==> src/rtl/vend_sequencer.sv <==
// Coffee vending transaction controller: coin credit, cup/coffee sequencing, change paid as 1-yuan Refund pulses.
// Latency: vend decision 1 edge after the paying coin; all outputs registered. Optional actuator watchdog: VEND_TIMEOUT_EN.
// Backpressure: none; coins arriving while busy or overflowing credit are bounced via coin_rej_o.
module vend_sequencer #(
  parameter int PRICE       = 3,
  parameter int CREDIT_W    = 4,
  parameter int MAX_CREDIT  = 15,
  parameter int REFUND_GAP  = 2,
  parameter int TIMEOUT_CYC = 1000
) (
  input  logic                clk_i,
  input  logic                rst_n_i,
  input  logic                coin_1_i,
  input  logic                coin_5_i,
  input  logic                coin_return_i,
  input  logic                cup_rdy_i,
  input  logic                cof_rdy_i,
  output logic                place_cup_o,
  output logic                inject_cof_o,
  output logic                refund_o,
  output logic                coin_rej_o,
  output logic [CREDIT_W-1:0] credit_o,
  output logic                busy_o,
  output logic                fault_o
);

  localparam int SUM_W = CREDIT_W + 3;
  localparam int GAP_W = $clog2(REFUND_GAP);

  typedef enum logic [1:0] {IDLE, CUP, COF, PAYOUT} state_t;

  state_t              state_q, state_d;
  logic                place_cup_q, place_cup_d;
  logic                inject_cof_q, inject_cof_d;
  logic                refund_q, refund_d;
  logic                coin_rej_q, coin_rej_d;
  logic                busy_q, busy_d;
  logic [CREDIT_W-1:0] credit_q, credit_d;
  logic [GAP_W-1:0]    gap_cnt_q, gap_cnt_d;
  logic [SUM_W-1:0]    coin_add, sum, eff_sum;
  logic                overflow;

`ifdef VEND_TIMEOUT_EN
  localparam int TMO_W = $clog2(TIMEOUT_CYC + 1);
  logic [TMO_W-1:0] tmo_cnt_q, tmo_cnt_d;
  logic             fault_q, fault_d;
  logic             tmo_fire;
  logic [SUM_W-1:0] refill;
`endif

  always_comb begin
    coin_add = SUM_W'(coin_1_i) + (coin_5_i ? SUM_W'(5) : '0);
    sum      = SUM_W'(credit_q) + coin_add;
    overflow = sum > SUM_W'(MAX_CREDIT);
    eff_sum  = overflow ? SUM_W'(credit_q) : sum;
  end

  always_comb begin
    state_d      = state_q;
    place_cup_d  = 1'b0;
    inject_cof_d = 1'b0;
    refund_d     = 1'b0;
    coin_rej_d   = 1'b0;
    credit_d     = credit_q;
    gap_cnt_d    = gap_cnt_q;
`ifdef VEND_TIMEOUT_EN
    tmo_cnt_d = '0;
    fault_d   = fault_q;
    tmo_fire  = 1'b0;
    refill    = SUM_W'(credit_q) + SUM_W'(PRICE);
`endif
    case (state_q)
      IDLE: begin
        coin_rej_d = overflow;
`ifdef VEND_TIMEOUT_EN
        if (!overflow && (coin_add != '0)) fault_d = 1'b0;
`endif
        // A vend wins over a same-cycle return request, which is then dropped.
        if (eff_sum >= SUM_W'(PRICE)) begin
          state_d     = CUP;
          credit_d    = CREDIT_W'(eff_sum - SUM_W'(PRICE));
          place_cup_d = 1'b1;
        end else if (coin_return_i && (eff_sum != '0)) begin
          state_d   = PAYOUT;
          credit_d  = CREDIT_W'(eff_sum);
          refund_d  = 1'b1;
          gap_cnt_d = '0;
        end else begin
          credit_d = CREDIT_W'(eff_sum);
        end
      end
      CUP: begin
        coin_rej_d = coin_1_i | coin_5_i;
        if (cup_rdy_i) begin
          inject_cof_d = 1'b1;
          state_d      = COF;
        end
`ifdef VEND_TIMEOUT_EN
        else if (tmo_cnt_q == TMO_W'(TIMEOUT_CYC - 1)) tmo_fire = 1'b1;
`endif
        else begin
          place_cup_d = 1'b1;
`ifdef VEND_TIMEOUT_EN
          tmo_cnt_d = tmo_cnt_q + TMO_W'(1);
`endif
        end
      end
      COF: begin
        coin_rej_d = coin_1_i | coin_5_i;
        if (cof_rdy_i) begin
          if (credit_q != '0) begin
            state_d   = PAYOUT;
            refund_d  = 1'b1;
            gap_cnt_d = '0;
          end else begin
            state_d = IDLE;
          end
        end
`ifdef VEND_TIMEOUT_EN
        else if (tmo_cnt_q == TMO_W'(TIMEOUT_CYC - 1)) tmo_fire = 1'b1;
`endif
        else begin
          inject_cof_d = 1'b1;
`ifdef VEND_TIMEOUT_EN
          tmo_cnt_d = tmo_cnt_q + TMO_W'(1);
`endif
        end
      end
      PAYOUT: begin
        coin_rej_d = coin_1_i | coin_5_i;
        // Credit is debited at the edge that closes each pulse cycle.
        if (refund_q) begin
          credit_d = credit_q - CREDIT_W'(1);
          if (credit_q == CREDIT_W'(1)) state_d = IDLE;
        end
        if (state_d == PAYOUT) begin
          if (gap_cnt_q == GAP_W'(REFUND_GAP - 1)) begin
            refund_d  = 1'b1;
            gap_cnt_d = '0;
          end else begin
            gap_cnt_d = gap_cnt_q + GAP_W'(1);
          end
        end
      end
      default: state_d = IDLE;
    endcase
`ifdef VEND_TIMEOUT_EN
    // Watchdog gives the price back and pays everything out as change.
    if (tmo_fire) begin
      state_d   = PAYOUT;
      fault_d   = 1'b1;
      refund_d  = 1'b1;
      gap_cnt_d = '0;
      credit_d  = (refill > SUM_W'(MAX_CREDIT)) ? CREDIT_W'(MAX_CREDIT) : CREDIT_W'(refill);
    end
`endif
    busy_d = (state_d != IDLE);
  end

  always_ff @(posedge clk_i or negedge rst_n_i) begin
    if (!rst_n_i) begin
      state_q      <= IDLE;
      place_cup_q  <= 1'b0;
      inject_cof_q <= 1'b0;
      refund_q     <= 1'b0;
      coin_rej_q   <= 1'b0;
      busy_q       <= 1'b0;
      credit_q     <= '0;
      gap_cnt_q    <= '0;
    end else begin
      state_q      <= state_d;
      place_cup_q  <= place_cup_d;
      inject_cof_q <= inject_cof_d;
      refund_q     <= refund_d;
      coin_rej_q   <= coin_rej_d;
      busy_q       <= busy_d;
      credit_q     <= credit_d;
      gap_cnt_q    <= gap_cnt_d;
    end
  end

`ifdef VEND_TIMEOUT_EN
  always_ff @(posedge clk_i or negedge rst_n_i) begin
    if (!rst_n_i) begin
      tmo_cnt_q <= '0;
      fault_q   <= 1'b0;
    end else begin
      tmo_cnt_q <= tmo_cnt_d;
      fault_q   <= fault_d;
    end
  end
  assign fault_o = fault_q;
`else
  assign fault_o = 1'b0;
`endif

  assign place_cup_o  = place_cup_q;
  assign inject_cof_o = inject_cof_q;
  assign refund_o     = refund_q;
  assign coin_rej_o   = coin_rej_q;
  assign credit_o     = credit_q;
  assign busy_o       = busy_q;

endmodule

==> config.mk <==
export PLATFORM = sky130hd
export DESIGN_NAME = vend_sequencer
export DESIGN_NICKNAME = d
export VERILOG_FILES = /design/src/rtl/vend_sequencer.sv
export SDC_FILE = /design/constraint.sdc
export NUM_CORES = 1
export LEC_CHECK = 0
export ABC_CLOCK_PERIOD_IN_PS = 3900
export CAP_MARGIN = 20
export CELL_PAD_IN_SITES_DETAIL_PLACEMENT = 1
export CELL_PAD_IN_SITES_GLOBAL_PLACEMENT = 1
export CORE_MARGIN = 3
export CORE_UTILIZATION = 39
export DETAILED_ROUTE_END_ITERATION = 10
export HOLD_SLACK_MARGIN = 0.15
export PLACE_DENSITY_LB_ADDON = 0.3
export SLEW_MARGIN = 10
export SYNTH_ARGS = -nofsm -noshare
export SYNTH_HDL_FRONTEND = slang
export SYNTH_SLANG_ARGS = --single-unit
==> constraint.sdc <==
create_clock -name clk_i -period 3.9 [get_ports clk_i]
set_clock_uncertainty 0.1 [all_clocks]
set_input_delay 0.39 -clock clk_i [delete_from_list [all_inputs] [get_ports clk_i]]
set_output_delay 0.39 -clock clk_i [all_outputs]
set_load 0.1 [all_outputs]
Word level (Yosys, flattened, before mapping)
Index checks and enable logic that the tools add are counted.
{"block": "totals", "register_bits": 12, "input_bits": 7, "word_cells": 72, "output_inout_bits": 10}
{"block": "op_classes", "n_eq_ne": 11, "n_addsub": 5, "reduce_logical": 10, "bitwise": 1, "n_mux": 35, "magnitude_cmp": 2}
{"operator": "1-bit two-way mux", "count": 16}
{"operator": "2-bit two-way mux", "count": 8}
{"operator": "2-bit != test (second input constant)", "count": 6}
{"operator": "4-bit two-way mux", "count": 2}
{"operator": "2-bit case mux with 4 select lines", "count": 1}
{"operator": "4-bit case mux with 2 select lines", "count": 1}
{"operator": "7-bit nonzero test", "count": 1}
{"operator": "2-bit equality test (second input constant)", "count": 3}
{"operator": "1-bit case mux with 2 select lines", "count": 3}
{"operator": "1-bit case mux with 3 select lines", "count": 2}
{"operator": "6-bit AND reduction", "count": 1}
{"operator": "4-bit by 4-bit adder with 5-bit output", "count": 1}
{"operator": "5-bit by 2-bit greater-or-equal comparator with 1-bit output (second input constant)", "count": 1}
{"operator": "5-bit by 4-bit greater-than comparator with 1-bit output (second input constant)", "count": 1}
{"operator": "5-bit two-way mux", "count": 1}
{"operator": "1-bit by 3-bit adder with 4-bit output", "count": 1}
{"operator": "4-bit by 1-bit equality test with 1-bit output (second input constant)", "count": 1}
{"operator": "2-bit nonzero test", "count": 2}
{"operator": "4-bit nonzero test", "count": 1}
{"operator": "4-bit by 1-bit subtractor with 4-bit output (second input constant)", "count": 1}
{"operator": "4-bit by 2-bit subtractor with 4-bit output (second input constant)", "count": 1}
{"operator": "3-bit two-way mux", "count": 1}
{"operator": "3-bit nonzero test", "count": 1}
{"operator": "3-bit OR reduction", "count": 1}
{"operator": "other kinds (6)", "count": 6}

Logic depth before layout (Yosys ltp)
{"block": "depth", "depth_word": 11, "depth_mapped": 11, "mapped_depth_nobuf": 11}

Least setup slack after synthesis
OpenSTA, ideal clock, no wires.
{"block": "synth_timing", "kind": "reg2reg", "start": "register credit_q[0], in the netlist credit_o[0]", "end": "register busy_q, in the netlist busy_o", "path_stages_with_launch": 12, "setup_time_ps": 121, "arrival_ps": 3550, "required_time_ps": 3679, "period_less_slack_ps": 3771, "n_path_buf": 0, "slack_ps": 129, "path_cell_list": "dfrtp_1 > fa_1 > ha_1 > a21o_1 > nand2_1 > mux2_2 > inv_1 > ha_1 > inv_1 > o31a_1 > or4_1 > o22a_1"}
{"block": "synth_between", "elab_chain_cells": 9, "word_cells_on_any_way": 17, "classes_between": "add/sub: 1; order compare: 2; eq/ne: 1; mux: 9; reduce/logical: 4"}
{"item": "start: declaration", "line_no": "38", "rtl": "logic [CREDIT_W-1:0] credit_q, credit_d;"}
{"item": "start signal: assignment", "line_no": "177", "rtl": "credit_q <= credit_d;"}
{"item": "parallel branches: the longest is 7 deep, another holds 4-bit by 4-bit adder with 5-bit output"}
{"item": "2-bit case mux with 4 select lines (*)", "line_no": "72", "rtl": "case (state_q)"}
{"item": "2-bit nonzero test (*)", "line_no": "157", "rtl": "busy_d = (state_d != IDLE);"}
{"item": "net busy_d", "line_no": "37", "rtl": "logic busy_q, busy_d;"}
{"item": "end signal: assignment", "line_no": "176", "rtl": "busy_q <= busy_d;"}
{"item": "end: declaration", "line_no": "37"}
Mark *: on every way through the listed nets, which the timed path passes. The select of a mux whose other input is x is not followed.
A chain may end at the register's enable or synchronous reset.

Worst setup path in the final report
{"block": "layout_timing", "start": "input coin_5_i", "end": "register busy_q, in the netlist busy_o"}
{"block": "layout_between", "elab_chain_cells": 11, "word_cells_on_any_way": 12, "classes_between": "add/sub: 2; order compare: 2; mux: 5; reduce/logical: 3"}
{"item": "start: declaration", "line_no": "14", "rtl": "input logic coin_5_i,"}
{"item": "3-bit two-way mux (*)", "line_no": "52", "rtl": "coin_add = SUM_W'(coin_1_i) + (coin_5_i ? SUM_W'(5) : '0);"}
{"item": "1-bit by 3-bit adder with 4-bit output (*)", "line_no": "52"}
{"item": "4-bit by 4-bit adder with 5-bit output (*)", "line_no": "53", "rtl": "sum = SUM_W'(credit_q) + coin_add;"}
{"item": "5-bit by 4-bit greater-than comparator with 1-bit output", "line_no": "54", "rtl": "overflow = sum > SUM_W'(MAX_CREDIT);"}
{"item": "5-bit two-way mux (*)", "line_no": "55", "rtl": "eff_sum = overflow ? SUM_W'(credit_q) : sum;"}
{"item": "parallel branches: the longest is 3 deep, another holds 5-bit by 2-bit greater-or-equal comparator with 1-bit output"}
{"item": "2-bit two-way mux (*)", "line_no": "79", "rtl": "if (eff_sum >= SUM_W'(PRICE)) begin"}
{"item": "2-bit case mux with 4 select lines (*)", "line_no": "72"}
{"item": "2-bit nonzero test (*)", "line_no": "157"}
{"item": "net busy_d", "line_no": "37"}
Mark *: on every way through the listed nets, which the timed path passes.

==> flow_summary.ini <==
[status]
outcome = completed

[clocking]
cts_tree = built
cts_setup_buffers = 0
cts.path.max_buffers = 2
cts_root_buf = clkbuf_4
clkTransAtPathRegs_ns = 0.07
ctsResizeCount = 0
cts.sinks = 12
cts-htree-levels = 1
hold_buffers = 0
clkLatencyLatePin_ns = 0.27
numCtsBuffers = 3

[cells_and_area]
nFillCells = 309
fin_util_pct = 50.0
nets = 164
multi_input_area_sq_um = 708
seq_area_sq_um = 300
num_antenna_cells = 0
layout-drive-gt1-share_pct = 6.34
syn_to_final_growth_pct = 19.4

[timing]
relSlewSlack_pct = 34.7
fin_ws_ns = 0.209
finalMaxSlewViolations = 0
tns_ns = 0
holdWs_ns = 0.383
tightest_slew_ns = 0.976
timing.final.crit_share_pct = 94.6
final.min_clock_period_ns = 3.69
rsz0062_at_grt = false
hold_viol_final = 0
max_freq_ghz = 0.271
setup_violations = 0

[worst_setup_path]
crit_type = primary input to flop
critPathCaptureType = flop
critPathMaxFanout = 4
arrival_ns = 3.75
worstPathRequired_ns = 3.96
crit_path_start_kind = primary input

[flow_run]
drv_cap = 0

[yosys]
syn_area_sq_mm = 0.00106
synth_top_area_share_pct = 28.2
yosys.area.top_type = dfrtp_1
syn_avg_cell_area_sq_um = 8.45
synth-seq-cells = 12
synth-edff-count = 0
synth_cell_types = 44
ys_async_sr_fraction_pct = 100
yosysWarnings = 0
netlist_instances = 126
synth_area_leaders = dfrtp_1, ha_1, nand2_1
ys.flop_type = dfrtp_1
netlist_top_cells_count = nand2_1, dfrtp_1, ha_1
seq_area_frac_synth_pct = 28.2
synth_most_common_cell = nand2_1
syn_nets = 146

[global_routing]
antenna_found_initial = 0
overflow = 0
grt_pass1_wl_mm = 5.00
grt_pass1_vias = 1082
grt.total_usage_pct = 19.1
grt_max_degree = 15

[floorplanning]
initial_core_util_pct = 41.8
die_y_um = 58.3
io_pins = 17
row_count = 18
die_w_um = 58.3
dieArea_sq_mm = 0.00339
core_area_sq_mm = 0.00254

[hold_path]
min_path_type = primary input to async pin

[routing]
wl_per_cell_um = 17.0
routed-wl-met3_um = 48
drc = 0
top_layer_used = met4
m1WireLength_mm = 1.38
first_pass_iters = 4
drt_iter0_markers = 27
vias_per_cell = 5.98
wirelength_mm = 2.92
dr_wl_met2_mm = 1.45
drtAntennaViolNets = 0
via_count = 1029

[placed_design]
place.port_buffers = 15
place_ws_ns = 0.000487
gp_congestion = 0.832
dp_hpwl_mm = 2.29
==> area by class of cell <==
cell class              instances  share of cell area, %
inverters                      10                   2.95
clock buffers                   3                   1.77
repair buffers                 17                   13.0
flip-flops and latches         12                   23.6
multi-input cells             100                   55.7
well taps                      30                   2.95
==> stage by stage <==
stage / instances / area, sq um
after floorplan: 126 / 1060
after global routing: 172 / 1270
final: 172 / 1270
after detailed placement: 169 / 1250
after CTS: 172 / 1270
after global placement: 169 / 1250
==> critical path, stage by stage <==
cell and delay, ns:
clkdlybuf4s50_1 0.50, fa_1 0.48, ha_1 0.26, a21o_1 0.23
nand2_1 0.15, mux2_2 0.38, inv_1 0.08, ha_1 0.17
inv_1 0.06, o31a_1 0.33, or4_1 0.54, o22a_1 0.19
==> flip-flops by register name, indices dropped and copies added, names as in the netlist <==
register	count
coin_rej_o	1
inject_cof_o	1
gap_cnt_q	1
place_cup_o	1
credit_o	4
state_q	2
busy_o	1
refund_o	1
==> cell families after synthesis <==
| group | synth area share [%] |
|---|---|
| compound gates | 22.8 |
| mux | 2.94 |
| buf+inv | 5.29 |
| fa+ha+maj | 16.0 |
| xor+xnor | 0.823 |
| other cells | 0.352 |
| flops | 28.2 |
| simple gates | 23.6 |
==> metal layers <==
layer	vias to the layer above	GRT usage, %
met3	5	1.34
li1	498	-
met2	11	33.2
met4	0	5.96
met5	-	0
met1	515	25.0
==> cells in the final DEF, fill, tap and decap left out, types with 3 or more instances in the layout <==
cell type / n
a21o_1: 3
a21oi_1: 7
a31oi_1: 4
clkbuf_4: 3
clkdlybuf4s50_1: 15
dfrtp_1: 12
ha_1: 12
inv_1: 10
nand2_1: 13
nand3_1: 6
nand4_1: 4
nor2_1: 9
o21ai_0: 4
or3_1: 3
==> worst paths after layout <==
path / startpoint / end / slack [ns] / cells past startpoint
min in group clk_i: gap_cnt_q$_DFFE_PN0P_ / gap_cnt_q$_DFFE_PN0P_ / 0.55 / 2
worst min-delay path: rst_n_i / credit_o[1]$_DFFE_PN0P_ / 0.38 / 1
max in group asynchronous: rst_n_i / inject_cof_o$_DFF_PN0_ / 2.94 / 1
worst max-delay path: coin_5_i / busy_o$_DFF_PN0_ / 0.21 / 12
worst min register to register: gap_cnt_q$_DFFE_PN0P_ / gap_cnt_q$_DFFE_PN0P_ / 0.55 / 2
worst max register to register: credit_o[0]$_DFFE_PN0P_ / busy_o$_DFF_PN0_ / 0.48 / 11
Power is not shown: default switching activity piles up to over one toggle a cycle in this logic, so the estimate is an artifact.
